--- config.mk ---
export PLATFORM = sky130hd
export DESIGN_NAME = sin_lut_qw_flat
export DESIGN_NICKNAME = d
export VERILOG_FILES = /design/src/rtl/sin_lut_qw_if.sv /design/src/rtl/sin_lut_qw.sv /design/src/flat_wrapper.sv
export SDC_FILE = /design/constraint.sdc
export NUM_CORES = 1
export LEC_CHECK = 0
export CAP_MARGIN = 20
export CORE_MARGIN = 5
export CORE_UTILIZATION = 45
export CTS_CLUSTER_SIZE = 8
export DETAILED_ROUTE_END_ITERATION = 12
export PLACE_DENSITY_LB_ADDON = 0.08
export SYNTH_ARGS = -nofsm -noshare
export SYNTH_HDL_FRONTEND = slang
export SYNTH_SLANG_ARGS = --single-unit
--- constraint.sdc ---
create_clock -name clk -period 1.5 [get_ports clk]
set_input_delay 0.375 -clock clk [delete_from_list [all_inputs] [get_ports clk]]
set_output_delay 0.375 -clock clk [all_outputs]
set_load 0.02 [all_outputs]
--- src/rtl/sin_lut_qw_if.sv ---
// Streaming bus for the quarter-wave sine/cosine lookup: phase request in, signed amplitude out.
// The master drives requests and out_ready; the slave (the lookup) drives in_ready, out_valid and d_out.
interface sin_lut_qw_if #(
   parameter int PHASE_WIDTH = 16,
   parameter int DATA_WIDTH  = 8
);
   logic                   in_valid;
   logic                   in_ready;
   logic [PHASE_WIDTH-1:0] phase;
   logic                   cos_en;
   logic                   out_valid;
   logic                   out_ready;
   logic [DATA_WIDTH:0]    d_out;

   modport master (
      output in_valid, phase, cos_en, out_ready,
      input  in_ready, out_valid, d_out
   );

   modport slave (
      input  in_valid, phase, cos_en, out_ready,
      output in_ready, out_valid, d_out
   );
endinterface

--- src/rtl/sin_lut_qw.sv ---
// Full-wave sine/cosine from a quarter-wave magnitude ROM with quadrant folding,
// behind a two-stage stallable valid/ready pipeline (s1: ROM read, s2: sign apply).
module sin_lut_qw #(
   parameter int DATA_WIDTH  = 8,
   parameter int ADR_WIDTH   = 8,
   parameter int PHASE_WIDTH = 16,
   parameter     INIT_FILE   = "sin_table.dat"
) (
   input  logic        clk,
   input  logic        rst_n,
   sin_lut_qw_if.slave bus
);
   localparam int     DEPTH  = 1 << ADR_WIDTH;
   localparam longint M_L    = longint'(DEPTH - 1);
   localparam longint AMP    = (longint'(1) <<< DATA_WIDTH) - 1;
   localparam longint PI_Q30 = 64'sd3373259426;

   if (PHASE_WIDTH < ADR_WIDTH + 2) begin : g_bad_phase_width
      $error("sin_lut_qw: PHASE_WIDTH must be >= ADR_WIDTH+2");
   end
   if ($bits(INIT_FILE) < 8) begin : g_bad_init_file
      $error("sin_lut_qw: INIT_FILE must name the quarter-wave table");
   end

   // Table entry k = round(AMP*sin(pi/2*k/M)), the same contents INIT_FILE holds,
   // evaluated at elaboration with a Q30 Taylor series so no file is needed.
   function automatic logic [DATA_WIDTH-1:0] sin_entry(input int k);
      longint x, x2, term, acc, scaled;
      x    = (PI_Q30 * longint'(k)) / (2 * M_L);
      x2   = (x * x) >>> 30;
      term = x;
      acc  = x;
      for (int n = 1; n < 8; n++) begin
         term = -(((term * x2) >>> 30) / longint'((2 * n) * (2 * n + 1)));
         acc  = acc + term;
      end
      scaled = (AMP * acc + (longint'(1) <<< 29)) >>> 30;
      return scaled[DATA_WIDTH-1:0];
   endfunction

   logic [DATA_WIDTH-1:0] rom [DEPTH];

   for (genvar k = 0; k < DEPTH; k++) begin : g_rom
      assign rom[k] = sin_entry(k);
   end

   logic [1:0]           quad;
   logic [ADR_WIDTH-1:0] adr;
   logic [ADR_WIDTH-1:0] fold_adr;

   assign quad     = bus.phase[PHASE_WIDTH-1 -: 2] + {1'b0, bus.cos_en};
   assign adr      = bus.phase[PHASE_WIDTH-3 -: ADR_WIDTH];
   // M-i within ADR_WIDTH bits is simply the bitwise complement
   assign fold_adr = quad[0] ? ~adr : adr;

   if (PHASE_WIDTH > ADR_WIDTH + 2) begin : g_trunc
      logic unused_phase_lsb;
      assign unused_phase_lsb = ^bus.phase[PHASE_WIDTH-ADR_WIDTH-3:0];
   end

   logic                  s1_valid_q, s1_valid_d;
   logic                  neg_q, neg_d;
   logic [DATA_WIDTH-1:0] mag_q, mag_d;
   logic                  out_valid_q, out_valid_d;
   logic [DATA_WIDTH:0]   d_out_q, d_out_d;
   logic [DATA_WIDTH:0]   mag_ext;
   logic                  adv1, adv2, accept;

   assign adv2   = !out_valid_q | bus.out_ready;
   assign adv1   = !s1_valid_q | adv2;
   assign accept = bus.in_valid & adv1;

   // Data registers load only on real transfers, so an idle or X phase never reaches d_out.
   always_comb begin
      s1_valid_d  = s1_valid_q;
      neg_d       = neg_q;
      mag_d       = mag_q;
      out_valid_d = out_valid_q;
      d_out_d     = d_out_q;
      mag_ext     = {1'b0, mag_q};
      if (adv1) s1_valid_d = bus.in_valid;
      if (accept) begin
         mag_d = rom[fold_adr];
         neg_d = quad[1];
      end
      if (adv2) begin
         out_valid_d = s1_valid_q;
         if (s1_valid_q) d_out_d = neg_q ? -mag_ext : mag_ext;
      end
   end

   always_ff @(posedge clk or negedge rst_n) begin
      if (!rst_n) begin
         s1_valid_q  <= 1'b0;
         neg_q       <= 1'b0;
         mag_q       <= '0;
         out_valid_q <= 1'b0;
         d_out_q     <= '0;
      end else begin
         s1_valid_q  <= s1_valid_d;
         neg_q       <= neg_d;
         mag_q       <= mag_d;
         out_valid_q <= out_valid_d;
         d_out_q     <= d_out_d;
      end
   end

   assign bus.in_ready  = adv1;
   assign bus.out_valid = out_valid_q;
   assign bus.d_out     = d_out_q;
endmodule

--- src/flat_wrapper.sv ---
// flat-port wrapper written by rule: the top's interface ports become plain ports
module sin_lut_qw_flat 
#(
   parameter int DATA_WIDTH  = 8,
   parameter int ADR_WIDTH   = 8,
   parameter int PHASE_WIDTH = 16,
   parameter     INIT_FILE   = "             "
)
  (clk, rst_n, bus_in_valid, bus_phase, bus_cos_en, bus_out_ready, bus_in_ready, bus_out_valid, bus_d_out);
  sin_lut_qw_if #(.PHASE_WIDTH(PHASE_WIDTH), .DATA_WIDTH(DATA_WIDTH)) bus_i ();
  input  logic clk;
  input  logic rst_n;
  input wire logic [$bits(bus_i.in_valid)-1:0] bus_in_valid;
  input wire logic [$bits(bus_i.phase)-1:0] bus_phase;
  input wire logic [$bits(bus_i.cos_en)-1:0] bus_cos_en;
  input wire logic [$bits(bus_i.out_ready)-1:0] bus_out_ready;
  output wire logic [$bits(bus_i.in_ready)-1:0] bus_in_ready;
  output wire logic [$bits(bus_i.out_valid)-1:0] bus_out_valid;
  output wire logic [$bits(bus_i.d_out)-1:0] bus_d_out;
  assign bus_i.in_valid = bus_in_valid;
  assign bus_i.phase = bus_phase;
  assign bus_i.cos_en = bus_cos_en;
  assign bus_i.out_ready = bus_out_ready;
  assign bus_in_ready = bus_i.in_ready;
  assign bus_out_valid = bus_i.out_valid;
  assign bus_d_out = bus_i.d_out;
  sin_lut_qw #(.DATA_WIDTH(DATA_WIDTH), .ADR_WIDTH(ADR_WIDTH), .PHASE_WIDTH(PHASE_WIDTH), .INIT_FILE(INIT_FILE)) u_core (.clk(clk), .rst_n(rst_n), .bus(bus_i));
endmodule
==> reports/qor.txt <==
crit-path max cell delay = 0.28 ns
Pwr Density = 730 nW/um2
final core occ = 73.8%
syn_nets = 623
total power = 0.00473 W
failing checks = negative setup slack
total grt overflow = 0
peak supply drop = 0.000459 V
worst skew pair latency = 0.26 ns
Layout Cells excl Fill = 904
Max Cap Violations = 0
count leader, synth = nand2_1
Via density = 6.80
CP Class = input port to flop
CP Launch Type = input port
reg2reg path depth = 4
worst clock skew = 0.00167 ns
Worst slew margin = 67.4%
worst min path class = input port to asynchronous set/reset pin
Synth Register Bits = 20
Slew Limit Fails = 0
largest net degree at the start of global routing = 21
Post-Synthesis Cell Area = 4050 um2
worst reg2reg setup slack = -0.08 ns
CP max stage cell = ha_4
CTS tree = yes
Setup Viol. Count Final = 9
TritonRoute pass-1 iters = 7
Die X = 105 um
initial antenna violation count = 0
share of cells above drive strength 1 = 44.1%
die area = 11000 um2
global-route usage over all layers = 35.4%
I/O Pins = 32
Syn-to-layout area delta = 59.6%
final hold vios = 0
Setup crit end kind = flop
synth unique cells = 77
leak pwr = 2.75 nW
Reg-to-Reg End = u_core.bus.d_out[5]$_DFFE_PN0P_
clk buf depth = 2
cts hold-fix bufs = 0
Syn. warnings = 0
drt wl/cell = 23.2 um
Synth top area share = 12.3%
final instance area = 6470 um2
unrepaired setup endpoints after global routing = yes
CTS root buf = clkbuf_8
Yosys top cell by area = dfrtp_1
vias in the first global route = 5941
core area = 8760 um2
Routed Antenna Nets = 0
Data required, critical path = 1.64 ns
status = finished with violations
FF-to-FF Start = u_core.mag_q[0]$_DFFE_PN0P_
post-route minimum period = 2.25 ns
Num CTS Buffers = 3
port bufs = 25
ant diodes = 0
die height = 105 um
CTS clock-pin slew for the worst setup and hold paths = 0.08 ns
Residual DRC = 0
Buf+Inv Stages, Crit Path = 3
# nets final = 824
Final WS setup = -0.746 ns
final HPWL from detailed placement = 15000 um
most frequent CP cell = ha_4
Async SR Flop Fraction = 100%
Worst EP arrival = 2.38 ns
Fillers = 688
commonest cells in the netlist = nand2_1, a21oi_1, o21ai_0
Cells after DPL = 882
ys flop type = dfrtp_1
vias post-DR = 6145
EDFF count, synth = 0
Final period util = 150%
top post-synthesis cells by area = dfrtp_1, a21oi_1, o21ai_0, nand2_1, nor2_1
critical path, cell by cell = buf_6 > ha_4 > buf_12 > and2b_2 > nor2_4 > inv_2 > ha_4 > a21oi_2 > o22ai_2 > a211oi_2 > o211ai_1 > o32ai_1 > a31oi_1
Least-Margin Pin Slew = 0.484 ns
Starting DRT DRC Count = 683
Placer Congestion = 1.06
total wire length = 20900 um
row count = 34
dpl cell area = 5790 um2
delay-heaviest family, CP = compound AO/OA/AOI/OAI gates
crit-path max FO = 5
Num Clock Sinks = 20
Fmax = 445 MHz
first-pass GRT wire length = 31800 um
Synth Instances = 596
crit path launch = bus_cos_en
H-tree levels = 1
syn_area_per_cell = 6.80 um2
Setup WS pre-CTS = -1.43 ns
Initial Utilization = 46.2%
register area share after synthesis = 12.3%
cells in the final DEF (no fill, tap or decap), types with 6 or more instances in the layout:
| cell | n |
|---|---|
| nand3_1 | 10 |
| nand2_1 | 61 |
| a21oi_1 | 51 |
| o22ai_1 | 13 |
| o21ai_1 | 17 |
| nand2b_4 | 7 |
| buf_4 | 213 |
| a221oi_1 | 8 |
| nor2_1 | 39 |
| nand2_2 | 8 |
| a31oi_1 | 14 |
| o221ai_1 | 7 |
| o21ai_0 | 46 |
| nor3_1 | 9 |
| clkdlybuf4s50_1 | 6 |
| o21ai_2 | 8 |
| or3_1 | 6 |
| nand2b_1 | 14 |
| o211ai_1 | 10 |
| xor2_1 | 8 |
| inv_2 | 7 |
| dlygate4sd2_1 | 12 |
| buf_6 | 14 |
| nor2b_1 | 7 |
| a21oi_2 | 10 |
| buf_12 | 8 |
| dfrtp_1 | 20 |
| xnor2_1 | 7 |
sequential cells by signal (all words and copies together) (netlist names):
| register | flops |
|---|---|
| u_core.bus.d_out | 9 |
| u_core.mag_q | 8 |
| u_core.bus.out_valid | 1 |
| u_core.s1_valid_q | 1 |
| u_core.neg_q | 1 |
cells by family (layout without fill, tap and decap cells):
family	after synthesis	in the layout	synth area share, %
DFF	20	20	12.3
buffers and inverters	73	273	11.1
muxes	4	4	1.02
xor gates and xnor gates	20	20	4.88
AOI/OAI and AO/OA	263	263	42.9
and+or+nand+nor	209	209	25.7
adders and majority gates	7	7	2.10
area by class of cell:
cell class	instances	area (um2)	share of cell area [%]
Inverter	9	33.8	0.522
Multi-Input combinational cell	503	3580	55.3
Sequential cell	20	500	7.74
Tap cell	108	135	2.09
Clock inverter	1	30.0	0.464
Clock buffer	3	41.3	0.638
Timing Repair Buffer	260	2150	33.2
what timing repair did:
action | CTS | global route
setup buffers | 12 | 5
pin swaps | 30 | 24
setup endpoints to repair | 23 | 12
resized for setup | 90 | 46
cloned | 2 | 0
routing by layer:
layer / share of wire (%) / vias to the layer above / track usage (%)
met5: 0 / - / 0
met4: 7.1 / 0 / 21.9
met3: 11 / 147 / 6.72
met2: 45 / 478 / 57.1
met1: 36 / 2880 / 43.4
li1: - / 2640 / -
power breakdown:
group	total, W	internal [W]	switching (W)
Sequential	0.000827	0.000694	0.000133
Clock	0.000545	0.000356	0.000189
Combinational	0.00335	0.00153	0.00182
worst max-delay path by stage:
stage                                        endpoint  slack (ns)  cells after the start
after floorplan           u_core.mag_q[1]$_DFFE_PN0P_       -0.76                     12
after global placement    u_core.mag_q[2]$_DFFE_PN0P_       -1.41                      9
after detailed placement  u_core.mag_q[3]$_DFFE_PN0P_       -1.43                     10
after CTS                 u_core.mag_q[1]$_DFFE_PN0P_       -0.70                     13
after global routing      u_core.mag_q[4]$_DFFE_PN0P_       -0.83                     14
final                     u_core.mag_q[1]$_DFFE_PN0P_       -0.75                     13
stage by stage:
step / hold slack (ns) / setup TNS, ns
finish: 0.449 / -5.42
detailed placement: 0.470 / -11.43
global placement: 0.461 / -10.97
floorplan: 0.0794 / -4.19
global route: 0.482 / -6.02
CTS: 0.454 / -4.89
Note: power is estimated with default switching activity, not from simulation.
